`config.mk`:
```
export PLATFORM = sky130hd
export DESIGN_NAME = if_pc_fetch
export DESIGN_NICKNAME = d
export VERILOG_FILES = /design/src/rtl/if_pc_fetch.sv
export SDC_FILE = /design/constraint.sdc
export NUM_CORES = 1
export LEC_CHECK = 0
export CELL_PAD_IN_SITES_DETAIL_PLACEMENT = 1
export CELL_PAD_IN_SITES_GLOBAL_PLACEMENT = 1
export CORE_UTILIZATION = 22
export CTS_CLUSTER_DIAMETER = 30
export DETAILED_ROUTE_END_ITERATION = 16
export GPL_TIMING_DRIVEN = 0
export PLACE_DENSITY_LB_ADDON = 0.12
export SLEW_MARGIN = 20
export SYNTH_ARGS = -nofsm -noshare
export SYNTH_HDL_FRONTEND = slang
export SYNTH_SLANG_ARGS = --single-unit
export TNS_END_PERCENT = 10
```
`constraint.sdc`:
```
create_clock -name clk -period 2.45 [get_ports clk]
set_input_delay 0.245 -clock clk [delete_from_list [all_inputs] [get_ports clk]]
set_output_delay 0.245 -clock clk [all_outputs]
set_load 0.05 [all_outputs]
```
`src/rtl/if_pc_fetch.sv`:
```
// if_pc_fetch: PC register and instruction-fetch handshake with exception redirect; define FETCH_ADEL_EN to enable fetch address-error detection
module if_pc_fetch #(
  parameter logic [31:0] RESET_PC   = 32'h0000_3000,
  parameter logic [31:0] EXC_VECTOR = 32'h0000_4180,
  parameter logic [31:0] IM_BASE    = 32'h0000_3000,
  parameter logic [31:0] IM_END     = 32'h0000_6FFC
) (
  input  logic        clk,
  input  logic        reset,
  input  logic [31:0] NextPC,
  input  logic        Stall,
  input  logic        ExcReq,
  output logic        im_req,
  output logic [31:0] im_addr,
  input  logic        im_ready,
  input  logic [31:0] im_rdata,
  output logic [31:0] PC_IF,
  output logic [31:0] Instr_IF,
  output logic        Valid_IF,
  output logic        FetchStall,
  output logic        AdEL_IF
);
  localparam logic [1:0] FETCH = 2'd0, DRAIN = 2'd1, ADEL = 2'd2;
`ifdef FETCH_ADEL_EN
  localparam logic ADEL_EN = 1'b1;
`else
  localparam logic ADEL_EN = 1'b0;
`endif
  logic [1:0]  r_state;
  logic [31:0] r_pc;
  logic [31:0] r_redir;
  logic        r_pend;
  logic        w_bad;
  logic        w_adel;
  logic        w_req;
  logic        w_done;
  logic        w_valid;
  // decode the fetch status; a bad PC in FETCH behaves as ADEL immediately so no request escapes
  always_comb begin
    w_bad   = ADEL_EN && (r_pc[1:0] != 2'b00 || r_pc < IM_BASE || r_pc > IM_END);
    w_adel  = reset && (r_state == ADEL || (r_state == FETCH && w_bad));
    w_req   = reset && !w_adel && (r_state == FETCH || r_state == DRAIN);
    w_done  = w_req && im_ready;
    w_valid = ((r_state == FETCH && w_done) || w_adel) && !ExcReq;
  end
  assign im_req     = w_req;
  assign im_addr    = r_pc;
  assign PC_IF      = r_pc;
  assign Valid_IF   = w_valid;
  assign Instr_IF   = w_valid ? im_rdata : 32'h0;
  assign FetchStall = w_req && !im_ready;
  assign AdEL_IF    = w_adel;
  // advance the PC, park on address errors, and drain an outstanding fetch before redirecting
  always_ff @(posedge clk)
    if (!reset) begin
      r_state <= FETCH;
      r_pc    <= RESET_PC;
      r_redir <= 32'h0;
      r_pend  <= 1'b0;
    end else if (w_adel) begin
      r_state <= ExcReq ? FETCH : ADEL;
      if (ExcReq) r_pc <= EXC_VECTOR;
    end else if (r_state == DRAIN) begin
      if (im_ready) begin
        r_pc    <= r_pend ? r_redir : r_pc;
        r_pend  <= 1'b0;
        r_state <= FETCH;
      end
    end else if (r_state != FETCH) begin
      r_state <= FETCH;
    end else if (im_ready) begin
      if (ExcReq) r_pc <= EXC_VECTOR;
      else if (!Stall) r_pc <= NextPC;
    end else if (ExcReq) begin
      r_redir <= EXC_VECTOR;
      r_pend  <= 1'b1;
      r_state <= DRAIN;
    end
endmodule

```
==> results of run 1 <==
-- layer usage --
metal  vias to the layer above  wire length (um)
met1                      1059              2850
met5                         -                 0
met4                         0                41
met2                       114              3600
met3                         2               788
li1                       1146                 -
-- registers in the layout, summed over array words and instances, names as in the netlist --
register / flops
PC_IF: 32
r_pend: 1
r_state: 2
r_redir: 1
-- layout make-up --
type                            count  area (um^2)  area share, %
Sequential cell                    36          721           18.9
Multi-Input combinational cell    163          905           23.7
Buffer                             51          350           9.18
Timing Repair Buffer              167         1610           42.3
Clock inverter                      3         18.8          0.492
Inverter                            1         3.75         0.0984
Tap cell                          108          135           3.54
Clock buffer                        5         68.8           1.80
-- logic make-up after synthesis --
group	Yosys count	share of synthesized area [%]
and+or+nand+nor	120	32.6
buffers and inverters	52	17.8
AOI/OAI and AO/OA	42	12.5
DFF	36	36.6
xor gates and xnor gates	1	0.445
-- path summary, 6_finish.rpt --
| check | startpoint | to | slack (ns) | depth (start not counted) |
|---|---|---|---|---|
| max | reset | Instr_IF[11] | 0.13 | 6 |
| min | ExcReq | PC_IF[22]$_SDFFE_PN0P_ | 0.45 | 4 |
| max reg2reg | r_state[0]$_SDFFE_PN0P_ | PC_IF[26]$_SDFFE_PN0P_ | 0.74 | 6 |
| min reg2reg | PC_IF[29]$_SDFFE_PN0P_ | PC_IF[29]$_SDFFE_PN0P_ | 0.48 | 2 |
-- cells in the final DEF (no fill, tap or decap) --
| cell | instances |
|---|---|
| nand2_1 | 33 |
| nand2b_4 | 1 |
| nor3b_4 | 2 |
| a21oi_1 | 1 |
| nand4b_1 | 1 |
| inv_1 | 1 |
| a31oi_2 | 1 |
| clkdlybuf4s15_2 | 12 |
| dfxtp_1 | 36 |
| o21a_1 | 2 |
| dlygate4sd2_1 | 4 |
| buf_2 | 19 |
| nor4b_1 | 1 |
| clkbuf_8 | 5 |
| clkdlybuf4s50_1 | 132 |
| o21ai_0 | 10 |
| o21ai_1 | 21 |
| nor2b_2 | 1 |
| nand3_1 | 29 |
| o22a_1 | 3 |
| nor2_1 | 8 |
| buf_6 | 2 |
| nor3_1 | 3 |
| clkinv_4 | 1 |
| clkbuf_1 | 2 |
| a211oi_1 | 3 |
| buf_4 | 36 |
| nand3b_1 | 1 |
| and2_1 | 35 |
| o31a_1 | 1 |
| dlymetal6s2s_1 | 1 |
| clkinv_2 | 2 |
| nor4_1 | 1 |
| buf_1 | 4 |
| nor2b_1 | 3 |
| xor2_1 | 1 |
| nor3b_1 | 1 |
| clkdlybuf4s18_2 | 4 |
| clkbuf_2 | 2 |
-- what timing repair did --
item | 4_1_cts | 5_1_grt
buffers inserted | 0 | 0
setup endpoints to repair | 34 | 31
hold buffers | 0 | 0
gates resized for setup | 95 | 39
-- where the power goes --
part,switching (mW),internal [mW]
combinational,0.359,0.266
clock,0.225,0.198
sequential,0.0236,0.613
-- worst reg2reg max path, stage by stage, from the launching register on --
cell and delay (ns):
dfxtp_1 0.39, buf_2 0.25, xor2_1 0.13, nor3b_4 0.45
buf_6 0.22, nand2_1 0.08, o21ai_1 0.13
==> run_results.csv, run 1 <==
group,metric,value,unit
sta,setup_viol,0,
final_layout,drive_above_1_share,20.7,%
routing,via_count,2321,
floorplanning,dieHeight,96.6,um
critical_path,criticalPathCategory,"in2out",
critical_path,worstPathArrival,2.07,ns
synthesis,ys_top_cells_by_count,"buf_4, dfxtp_1, and2_1",
global_route,antenna_found_initial,0,
power,p_per_area,441,nW/um^2
synthesis,synthCells,251,
placement,place_area,3770,um^2
placement,routabilityCongestion,0.705,
synthesis,ys_warn_count,0,
placement,dp.cells,526,
critical_path,critPathLaunchType,"primary input",
sta,worst_pin_slew,0.581,ns
clocking,cts_buffers,5,
final_layout,fin_util,44.0,%
critical_path,cp_num_buf_inv,3,
routing,avgRoutedWirePerCell,13.6,um
global_route,globalRouteTotalUtil,15.1,%
synthesis,synthDistinctLibCells,30,
floorplanning,rows,34,
synthesis,ys_seq_elements,36,
synthesis,async_reset_ff_share,0,%
sta,finalCritPeriodShare,94.5,%
sta,whs,0.451,ns
critical_path,end_kind,"output port",
synthesis,netlist.area_leader.share,36.6,%
clocking,cts_sinks,36,
global_route,grt_pass1_wl,10.7,mm
global_route,grtUsageMet2,27.9,%
floorplanning,boundaryPins,169,
floorplanning,start_util,22.7,%
final_layout,fillers,1061,
synthesis,synth_fp_nets,320,
power,irDropWorstVdd,0.000188,V
synthesis,yosysTopAreaCell,"dfxtp_1",
sta,rsz0062_at_grt,"yes",
clocking,cts_tree,"built",
global_route,use_met3,6.03,%
clocking,root_buffer,"clkbuf_8",
clocking,clkTransAtPathRegs,0.08,ns
clocking,htreeDepth,2,
routing,dr.pass1.iters,4,
final_layout,finalNetCount,494,
sta,fin_ws,0.134,ns
floorplanning,die_area,9320,um^2
sta,slew_viol_final,0,
power,leakage,1.54,nW
floorplanning,dieWidth,96.6,um
routing,first_iter_violations,32,
synthesis,synthFlopType,"dfxtp_1",
sta,slew_headroom,60.9,%
hold_path,min_path_type,"in2reg",
clocking,worstSkewPairLatency,0.29,ns
run_status,outcome,"complete, no violations",
placement,preCtsSetupSlack,-0.653,ns
synthesis,synth.avg_cell_area,7.84,um^2
global_route,grt_pass1_vias,2238,
critical_path,cp_data_required_time,2.20,ns
power,power.total,1.68,mW
routing,routed_wl,7.28,mm
sta,hold_violations,0,
routing,post-route-drc-count,0,
sta,fmax,432,MHz
routing,via_per_inst,4.35,
synthesis,seq_area_frac_synth,36.6,%
global_route,grt_max_degree,13,
final_layout,antenna_cells,0,
synthesis,synth-edff-count,0,
sta,finalSetupTns,0,ns
placement,portBuffers,167,
routing,ant_nets,0,
sta,fin_skew,0.00903,ns
final_layout,area_growth,94.0,%
global_route,busiest_layer,"met2",
critical_path,path_cells,"clkdlybuf4s50_1, nor2b_2, nor3b_4, clkbuf_2, and2_1, clkdlybuf4s15_2",
critical_path,crit_fanout,10,
critical_path,slowest_stage,"clkdlybuf4s50_1",
placement,dpl.hpwl,5.87,mm
critical_path,path_delay_family,"buffers and inverters",
sta,min_period,2.32,ns
final_layout,fin_area,3820,um^2
synthesis,syn_area,1970,um^2
final_layout,final_cells,534,
job,maxCapViolCount,0,
critical_path,slowest_delay,0.49,ns
synthesis,netlist_top_cells_area,"dfxtp_1, buf_4, and2_1",
clocking,clk_path_buf_depth,2,
global_route,grt_overflow,0,
global_route,use_met1,16.1,%
floorplanning,core,8680,um^2
(Power assumes the default switching activity.)
==> run 2: changes to the inputs <==
--- a/config.mk
+++ b/config.mk
@@ -10,7 +10,6 @@
 export CORE_UTILIZATION = 22
 export CTS_CLUSTER_DIAMETER = 30
 export DETAILED_ROUTE_END_ITERATION = 16
-export GPL_TIMING_DRIVEN = 0
 export PLACE_DENSITY_LB_ADDON = 0.12
 export SLEW_MARGIN = 20
 export SYNTH_ARGS = -nofsm -noshare
==> run 2 against run 1 <==
  * Sequential power hardly changed
  * Cell count decreased by 8.2%
  * Largest cell class unchanged
  * Via count fell by 7.3%
==> run_results.csv, run 2 (synthesized netlist as in run 1, its figures left out) <==
group,metric,value,unit
critical_path,slowest_delay,0.46,ns
final_layout,largest_reg_flops,32,
floorplanning,core,8680,um^2
routing,dr.pass1.iters,3,
job,maxCapViolCount,0,
final_layout,finalNetCount,450,
global_route,antenna_found_initial,0,
sta,hold_violations,0,
floorplanning,die_area,9320,um^2
power,pwr-share-clk,24.7,%
sta,min_period,2.22,ns
run_status,outcome,"complete, no violations",
final_layout,final_cell_mix,"clkdlybuf4s50_1, buf_12, dfxtp_1",
power,power.total,1.69,mW
placement,preCtsSetupSlack,0.259,ns
clocking,worstSkewPairLatency,0.28,ns
routing,via_count,2152,
floorplanning,dieHeight,96.6,um
global_route,globalRouteTotalUtil,14.9,%
final_layout,final_cells,490,
final_layout,fillers,1012,
global_route,grt_pass1_vias,2112,
power,sw_frac_of_total,35.6,%
placement,dp.cells,482,
floorplanning,boundaryPins,169,
sta,fmax,450,MHz
sta,finalSetupTns,0,ns
floorplanning,start_util,22.7,%
placement,routabilityCongestion,0.708,
clocking,cts_resized,0,
clocking,clk_path_buf_depth,2,
placement,portBuffers,168,
critical_path,critPathLaunchType,"register",
floorplanning,dieWidth,96.6,um
placement,dpl.hpwl,5.65,mm
power,sequentialPowerShare,37.9,%
clocking,cts_hold_buffers,0,
routing,first_iter_violations,80,
global_route,grt_max_degree,38,
clocking,htreeDepth,2,
final_layout,fin_util,45.4,%
clocking,cts_sinks,36,
critical_path,cp_data_required_time,2.20,ns
clocking,cts_setup_buffers,0,
power,p_switching,601,uW
clocking,clkTransAtPathRegs,0.08,ns
clocking,cts_buffers,5,
final_layout,final_common_cell,"clkdlybuf4s50_1",
critical_path,criticalPathCategory,"reg2out",
routing,avgRoutedWirePerCell,14.4,um
sta,slew_headroom,62.8,%
critical_path,end_kind,"output port",
power,irDropWorstVdd,0.000199,V
routing,ant_nets,0,
critical_path,slowest_stage,"dfxtp_1",
sta,setup_viol,0,
routing,routed_wl,7.03,mm
sta,fin_ws,0.230,ns
sta,finalCritPeriodShare,90.6,%
sta,fin_skew,0.00534,ns
critical_path,cp_num_buf_inv,2,
placement,place_area,3860,um^2
critical_path,path_delay_family,"simple AND/OR/NAND/NOR gates",
clocking,cts_tree,"built",
critical_path,path_cells,"nor2b_1, nor3b_2, buf_4, and2_1, buf_12",
power,p_per_area,428,nW/um^2
sta,slew_viol_final,0,
sta,worst_pin_slew,0.553,ns
final_layout,antenna_cells,0,
routing,post-route-drc-count,0,
clocking,root_buffer,"clkbuf_8",
global_route,grt_pass1_wl,10.4,mm
final_layout,area_growth,101,%
critical_path,worstPathArrival,1.97,ns
global_route,grt_overflow,0,
sta,whs,0.475,ns
final_layout,fin_area,3940,um^2
power,leakage,1.45,nW
floorplanning,rows,34,
final_layout,drive_above_1_share,14.4,%
sta,rsz0062_at_grt,"no",
power,comb_power_share,37.4,%
routing,via_per_inst,4.39,
hold_path,min_path_type,"reg2reg",
critical_path,crit_fanout,33,
power,intPower,1.09,mW
## run 2: cell count changes in the layout (fill, tap and decap cells not counted), moves of 4 or more
cell             before  now
buf_2                19    0
buf_12                0   37
clkdlybuf4s15_2      12    0
dlygate4sd2_1         4    0
clkdlybuf4s18_2       4    0
buf_1                 4    0
buf_4                36    5
## run 2: worst reg2reg max path, delay by kind of cell (launching register included)
| family | cells | cell delay (ns) |
|---|---|---|
| AO/OA/AOI/OAI | 2 | 0.63 |
| flip-flops | 1 | 0.63 |
| buffers and inverters | 1 | 0.25 |
| AND/OR/NAND/NOR | 2 | 0.23 |
## run 2: per-layer routing
layer	wire length (um)	global-route usage, %	part of all wire (%)	up-vias
met5	0	0	0	-
met4	73	4.78	1.0	0
met3	949	7.59	13	8
met2	3390	26.1	48	115
met1	2630	15.3	37	973
li1	-	-	-	1056
## run 2: final timing paths
| check | from | to | slack, ns | cells after the start |
|---|---|---|---|---|
| worst min register to register | PC_IF[3]$_SDFFE_PN0P_ | PC_IF[3]$_SDFFE_PN0P_ | 0.48 | 2 |
| worst max register to register | r_state[0]$_SDFFE_PN0P_ | PC_IF[18]$_SDFFE_PN0P_ | 0.60 | 5 |
| worst min-delay path | PC_IF[3]$_SDFFE_PN0P_ | PC_IF[3]$_SDFFE_PN0P_ | 0.48 | 2 |
| worst max-delay path | r_state[0]$_SDFFE_PN0P_ | Instr_IF[19] | 0.23 | 5 |
## run 2: area by class of cell
cell class	instances	area [um^2]	share of cell area, %
Timing Repair Buffer	174	2100	53.2
Clock buffer	5	68.8	1.74
Multi-Input combinational cell	163	897	22.7
Inverter	1	3.75	0.0952
Tap cell	108	135	3.43
Clock inverter	3	18.8	0.476
Sequential cell	36	721	18.3
## run 2: power by group through the flow
stage          Clock, mW  Combinational [mW]  Sequential, mW
2_1_floorplan          0               0.287           0.730
3_3_place_gp           0               0.633           0.651
3_5_place_dp           0               0.638           0.653
4_1_cts            0.444               0.639           0.640
5_1_grt            0.468               0.668           0.644
6_report           0.417               0.632           0.639
==> run 3: changes to the inputs <==
--- a/config.mk
+++ b/config.mk
@@ -5,12 +5,13 @@
 export SDC_FILE = /design/constraint.sdc
 export NUM_CORES = 1
 export LEC_CHECK = 0
+export CAP_MARGIN = 20
 export CELL_PAD_IN_SITES_DETAIL_PLACEMENT = 1
 export CELL_PAD_IN_SITES_GLOBAL_PLACEMENT = 1
 export CORE_UTILIZATION = 22
 export CTS_CLUSTER_DIAMETER = 30
 export DETAILED_ROUTE_END_ITERATION = 16
-export PLACE_DENSITY_LB_ADDON = 0.12
+export PLACE_DENSITY_LB_ADDON = 0.1
 export SLEW_MARGIN = 20
 export SYNTH_ARGS = -nofsm -noshare
 export SYNTH_HDL_FRONTEND = slang
==> run 3 against run 2 <==
  * Cell count is the same
  * Largest cell class unchanged
  * Setup slack gained 0.0035 ns
  * Combinational power is essentially flat
  * Global-route usage is essentially flat
  * Sequential share of layout area is essentially flat
  * Die area is the same
  * Critical path depth is the same
  * Clock power grew 5.8%
  * Clock skew shrank 0.00057 ns
  * Critical path type unchanged
  * Routed wire length grew 0.70%
  * Highest routed layer unchanged
==> run_results.csv, run 3 (synthesized netlist as in run 1, its figures left out) <==
group,metric,value,unit
sta,rsz0062_at_grt,"no",
floorplanning,dieHeight,96.6,um
global_route,grt_pass1_wl,10.5,mm
clocking,clkTransAtPathRegs,0.08,ns
clocking,cts_resized,0,
routing,via_per_inst,4.41,
final_layout,largest_reg_flops,32,
routing,post-route-drc-count,0,
clocking,clk_path_buf_depth,2,
floorplanning,die_area,9320,um^2
clocking,cts_setup_buffers,0,
final_layout,final-seq-area,721,um^2
global_route,grt_pass1_vias,2074,
clocking,cts_sinks,36,
clocking,cts_buffers,5,
floorplanning,core,8680,um^2
routing,routed_wl,7.08,mm
critical_path,cp_data_required_time,2.20,ns
clocking,htreeDepth,2,
routing,ant_nets,0,
sta,whs,0.477,ns
routing,dr.pass1.iters,4,
hold_path,min_path_type,"reg2reg",
final_layout,final_cell_mix,"clkdlybuf4s50_1, buf_12, dfxtp_1",
final_layout,antenna_cells,0,
placement,routabilityCongestion,0.730,
run_status,outcome,"complete, no violations",
floorplanning,rows,34,
sta,setup_viol,0,
clocking,cts_tree,"built",
routing,via_count,2160,
sta,finalCritPeriodShare,90.5,%
final_layout,drive_above_1_share,14.1,%
placement,portBuffers,168,
sta,slew_headroom,62.8,%
global_route,globalRouteTotalUtil,14.9,%
power,p_per_area,434,nW/um^2
hold_path,hold-path-endpoint,"PC_IF[0]$_SDFFE_PN0P_",
sta,worst_pin_slew,0.558,ns
critical_path,reg2reg_to,"PC_IF[1]$_SDFFE_PN0P_",
sta,slew_viol_final,0,
critical_path,criticalPathCategory,"reg2out",
final_layout,final_common_cell,"clkdlybuf4s50_1",
routing,avgRoutedWirePerCell,14.5,um
final_layout,finalNetCount,450,
hold_path,holdPathStages,2,
placement,dpl.hpwl,5.66,mm
routing,first_iter_violations,77,
critical_path,rrSetupSlack,0.58,ns
floorplanning,boundaryPins,169,
sta,min_period,2.22,ns
clocking,worstSkewPairLatency,0.28,ns
global_route,grt_overflow,0,
critical_path,critPathLaunchType,"register",
sta,fmax,451,MHz
critical_path,worstPathArrival,1.97,ns
sta,fin_skew,0.00477,ns
power,leakage,1.45,nW
critical_path,crit_fanout,33,
clocking,cts_hold_buffers,0,
final_layout,multiInputGateArea,897,um^2
sta,hold_violations,0,
global_route,antenna_found_initial,0,
clocking,root_buffer,"clkbuf_8",
critical_path,r2r-start,"r_state[0]$_SDFFE_PN0P_",
critical_path,end_kind,"output port",
hold_path,min_from,"PC_IF[0]$_SDFFE_PN0P_",
sta,finalSetupTns,0,ns
global_route,grt_max_degree,38,
critical_path,r2r_cells,5,
floorplanning,start_util,22.7,%
floorplanning,dieWidth,96.6,um
job,maxCapViolCount,0,
final_layout,fillers,993,
power,irDropWorstVdd,0.000192,V
final_layout,area_growth,101,%
run 3: cell count changes in the layout (fill, tap and decap cells not counted), sizes merged:
cell	before	now
clkinv	3	0
clkbuf	5	7
clkinvlp	0	1
run 3: worst max path at each step:
stage / startpoint / end / cells past startpoint
after CTS: r_state[0]$_SDFFE_PN0P_ / Instr_IF[19] / 5
final: r_state[0]$_SDFFE_PN0P_ / Instr_IF[8] / 5
after global placement: reset / Instr_IF[19] / 6
after detailed placement: reset / Instr_IF[10] / 6
after global routing: r_state[0]$_SDFFE_PN0P_ / Instr_IF[8] / 5
after floorplan: r_state[0]$_SDFFE_PN0P_ / Instr_IF[22] / 4
run 3: metrics by stage:
| stage | power (mW) | cells | cell area [um^2] | util (%) | setup slack, ns |
|---|---|---|---|---|---|
| after CTS | 1.75 | 490 | 3950 | 45.5 | 0.226 |
| after floorplan | 1.02 | 251 | 1970 | - | 0.274 |
| final | 1.71 | 490 | 3950 | 45.5 | 0.234 |
| after detailed placement | 1.29 | 482 | 3860 | 44.4 | 0.281 |
| after global placement | 1.29 | 482 | 3860 | 44.4 | 0.315 |
| after global routing | 1.81 | 490 | 3950 | 45.5 | 0.0919 |
run 3: area by class of cell:
class / instances / share of cell area [%]
Clock buffer: 7 / 2.19
Clock inverter: 1 / 0.190
Inverter: 1 / 0.0950
Multi-Input combinational cell: 163 / 22.7
Sequential cell: 36 / 18.2
Tap cell: 108 / 3.42
Timing Repair Buffer: 174 / 53.2
run 3: report_power, final:
part | total, mW | leakage (nW) | switching, mW | internal, mW
Sequential | 0.638 | 0.294 | 0.0253 | 0.613
Combinational | 0.634 | 1.11 | 0.357 | 0.277
Clock | 0.441 | 0.0445 | 0.212 | 0.229
run 3: metal layers:
| metal | global-route usage (%) | wire length (um) |
|---|---|---|
| met1 | 17.1 | 2740 |
| met2 | 24.5 | 3370 |
| met3 | 7.75 | 913 |
| met4 | 3.31 | 63 |
| met5 | 0 | 0 |
run 3: critical path, cell delays in order (launching register included):
cell	delay, ns
dfxtp_1	0.45
nor2b_1	0.34
nor3b_2	0.22
buf_4	0.29
and2_1	0.23
buf_12	0.15
==> RTL edit 1: new RTL, config.mk and constraints of run 2 <==
Make the reset (`reset`) asynchronous in one clocked block.
--- a/src/rtl/if_pc_fetch.sv
+++ b/src/rtl/if_pc_fetch.sv
@@ -52,5 +52,5 @@
   assign AdEL_IF    = w_adel;
   // advance the PC, park on address errors, and drain an outstanding fetch before redirecting
-  always_ff @(posedge clk)
+  always_ff @(posedge clk or negedge reset)
     if (!reset) begin
       r_state <= FETCH;
Function: differs if reset is asserted again (counterexample within 4 cycles, from zero or initial values and one cycle with reset low); with reset held inactive, the same outputs for 4 cycles.
==> RTL edit 1 against run 2 <==
  * Synthesized area increased by 11%
  * Setup slack improved by 62 ps
  * Final area rose by 8.3%
  * Die area rose by 10%
  * Power increased by 51%
  * Synthesized cell count is 6.8% lower
  * Wire length decreased by 0.44%
  * Sequential cell count did not move
==> RTL edit 1: results (changes against run 2) <==
[global_route]
grt_pass1_vias=2193  ; +3.8%
grt_pass1_wl_mm=11.1  ; +6.4%
grt_max_degree=36  ; -5.3%

[worst_setup_path]
startpoint=reset
cp_slowest_cell=dlygate4sd3_1
worst_r2r_path_depth=6  ; +1

[final_layout]
clkCellAreaFrac_pct=2.96  ; +0.74 points
drive_gt1_share_pct=16.5  ; +2.1 points
fillers=1039  ; +2.7%
buffers=177  ; +1.7%
buf_share_pct=49.3  ; -3.9 points
seq_share_pct=21.1  ; +2.9 points

[synth]
synth_commonest_cells=buf_4, and2_1, dfrtp_1
synthTopCellsByArea=dfrtp_1, mux2i_1, buf_4
synthCells=234  ; -6.8%
synthMuxAreaShare_pct=15.1  ; +15 points
synth_nets=303  ; -5.3%

[cts]
cts_hold_buf=1  ; +1

[routing]
met2_wirelength_mm=3.59  ; +6.0%
first_pass_iters=4  ; +1
wl_per_cell_um=13.9  ; -3.2%
wl_met3_um=545  ; -43%
wl_met1_mm=2.81  ; +7.2%

[status]
status=finished clean

[placement]
place_congestion=0.686  ; -3.1%
place_hpwl_mm=5.76  ; +2.0%

[sta]
relSlewSlack_pct=64.5  ; +1.7 points

==> RTL edit 1: changes by cell type after synthesis, moves of 3 or more <==
cell	change
o211ai_1	+3
buf_1	-4
o21ai_1	-21
o21ai_0	-6
dfrtp_1	+34
inv_1	+28
nor2_1	-7
o22a_1	-3
dfxtp_1	-36
a211oi_1	-3
nand3_1	-29
mux2i_1	+29
==> RTL edit 1: kinds of logic (layout without fill, tap and decap cells) <==
logic type | Yosys count | after routing
AOI/OAI and AO/OA | 13 | 13
buffers and inverters | 74 | 215
DFF | 36 | 36
muxes | 32 | 32
and+or+nand+nor | 79 | 79
==> RTL edit 1: power by group through the flow <==
stage / clock [mW] / combinational (mW) / sequential (mW)
floorplan: 0 / 0.597 / 0.989
global placement: 0 / 1.25 / 0.746
detailed placement: 0 / 1.26 / 0.750
CTS: 0.597 / 1.27 / 0.739
global route: 0.621 / 1.31 / 0.748
finish: 0.565 / 1.25 / 0.736
==> RTL edit 1: worst paths after layout <==
| check | end | slack [ps] |
|---|---|---|
| max | Instr_IF[0] | 290 |
| min | r_state[0] | 400 |
| max reg2reg | PC_IF[10] | 470 |
| min reg2reg | PC_IF[13] | 480 |
| max in group asynchronous | PC_IF[13] | 1350 |
| min in group clk | PC_IF[12] | 480 |
==> RTL edit 1: per-layer routing <==
layer / up-vias / track usage [%]
met5: - / 0
met4: 0 / 3.68
met3: 4 / 4.42
met2: 96 / 24.6
met1: 975 / 16.5
li1: 972 / -
==> RTL edit 1: through the flow <==
stage          hold WS [ps]  cell area, um^2  utilization, %  power, mW
6_report                396             4270            45.4       2.55
4_1_cts                 364             4270            45.4       2.60
3_5_place_dp           75.0             4140            43.9       2.01
5_1_grt                 404             4270            45.4       2.68
3_3_place_gp           75.2             4140            43.9       2.00
2_1_floorplan         -50.6             2180               -       1.59
==> RTL edit 2: new RTL, flow settings as in run 2 <==
Without the edit above. Add a define of `FETCH_ADEL_EN`.
--- a/src/rtl/if_pc_fetch.sv
+++ b/src/rtl/if_pc_fetch.sv
@@ -1,3 +1,5 @@
 // if_pc_fetch: PC register and instruction-fetch handshake with exception redirect; define FETCH_ADEL_EN to enable fetch address-error detection
+`define FETCH_ADEL_EN
+
 module if_pc_fetch #(
   parameter logic [31:0] RESET_PC   = 32'h0000_3000,
Function: changed (Yosys sat finds a counterexample within 4 cycles, from zero or initial values and one cycle with reset low).
==> RTL edit 2 against run 2 <==
  * Setup slack worse by 120 ps
  * Fmax fell by 5.3%
  * Critical endpoint is now Instr_IF[12]
  * Sequential cell count unchanged
  * Non-clock buffer count increased by 7
  * Synthesized area decreased by 1.3%
  * Synthesized cell count shrank 19%
  * Wire length is 7.3% higher
  * Final area rose by 2.3%
Power is not compared: it rests on default switching activity, and its combinational part moved more than twofold at a synthesized area within 25%.
==> RTL edit 2: results (changes against run 2) <==
[status]
status=finished clean

[synth]
yosysSeqAreaShare_pct=37.1  ; +0.47 points
synthTopCellsByArea=dfxtp_1, buf_4, a32o_1
synth_commonest_cells=dfxtp_1, buf_4, and2_1
synth_nets=272  ; -15%
synth_cell_type_count=39  ; +30%
synth-xor-area-share_pct=0  ; -0.45 points
synth_top_area_share_pct=37.1  ; +0.47 points

[worst_setup_path]
reg2reg_from=PC_IF[14]
r2r-end=PC_IF[23]
cp_data_arrival_time_ps=2100  ; +130 ps
worst_r2r_path_depth=6  ; +1

[placement]
pre_cts_ws_ps=137  ; -122 ps
place_congestion=0.722  ; +2.0%
place_area_um2=3920  ; +1.5%

[routing]
first_pass_iters=6  ; +3
drtIter0Drc=37  ; -54%

[global_route]
grt_pass1_wl_mm=11.0  ; +5.7%
grt_max_degree=34  ; -11%

[sta]
relSlewSlack_pct=59.1  ; -3.7 points
skew_ps=7.14  ; +1.80 ps

[final_layout]
finalNetCount=412  ; -8.4%
fillers=920  ; -9.1%
drive_gt1_share_pct=19.8  ; +5.4 points

[hold_path]
hold_path.startpoint=r_redir[7]
whs_endpoint=r_redir[7]

[power_and_ir_drop]
p_leak_nw=1.53

-- RTL edit 2: how the worst max path moves through the flow --
| stage | from | endpoint | slack (ps) | depth (start not counted) |
|---|---|---|---|---|
| after floorplan | PC_IF[14] | im_req | -270 | 4 |
| after global placement | im_ready | Instr_IF[8] | 180 | 7 |
| after detailed placement | im_ready | Instr_IF[12] | 140 | 7 |
| after CTS | PC_IF[26] | im_req | 30 | 5 |
| after global routing | PC_IF[26] | FetchStall | 20 | 5 |
| final | r_state[0] | Instr_IF[12] | 110 | 5 |
-- RTL edit 2: layout make-up --
class / count / area [um^2] / area share, %
Inverter: 3 / 11.3 / 0.279
Clock buffer: 5 / 68.8 / 1.71
Tap cell: 105 / 131 / 3.26
Timing Repair Buffer: 181 / 2150 / 53.3
Clock inverter: 3 / 42.5 / 1.05
Multi-Input combinational cell: 116 / 907 / 22.5
Sequential cell: 36 / 721 / 17.9
-- RTL edit 2: tightest hold or removal path: stages (launching register included) --
cell and delay [ps]:
dfxtp_1 320, nand2_1 50, o31ai_1 50
-- RTL edit 2: logic make-up (layout without fill, tap and decap cells) --
family / count (synthesis) / count (layout)
AO/OA/AOI/OAI: 52 / 52
buffers and inverters: 51 / 192
flip-flops: 36 / 36
AND/OR/NAND/NOR: 64 / 64
-- RTL edit 2: through the flow --
step	utilization [%]	instances	TNS, ps	hold slack, ps
floorplan	-	203	-738	371
global placement	46.7	441	0	445
detailed placement	46.7	441	0	440
CTS	48.0	449	0	458
global route	48.1	449	0	501
finish	48.1	449	0	459
-- RTL edit 2: metal layers --
| layer | vias to the layer above | track usage [%] | wire length, um |
|---|---|---|---|
| met4 | 0 | 4.23 | 81 |
| met1 | 995 | 19.5 | 3050 |
| met2 | 66 | 27.0 | 4050 |
| met3 | 4 | 3.00 | 357 |
| li1 | 997 | - | - |
| met5 | - | 0 | 0 |
-- RTL edit 2: power groups by stage --
stage | clock [mW] | combinational, mW | sequential, mW
floorplan | 0 | 0.741 | 0.802
detailed placement | 0 | 1.46 | 0.697
global route | 0.566 | 1.52 | 0.692
CTS | 0.539 | 1.46 | 0.683
finish | 0.525 | 1.45 | 0.681
global placement | 0 | 1.44 | 0.693
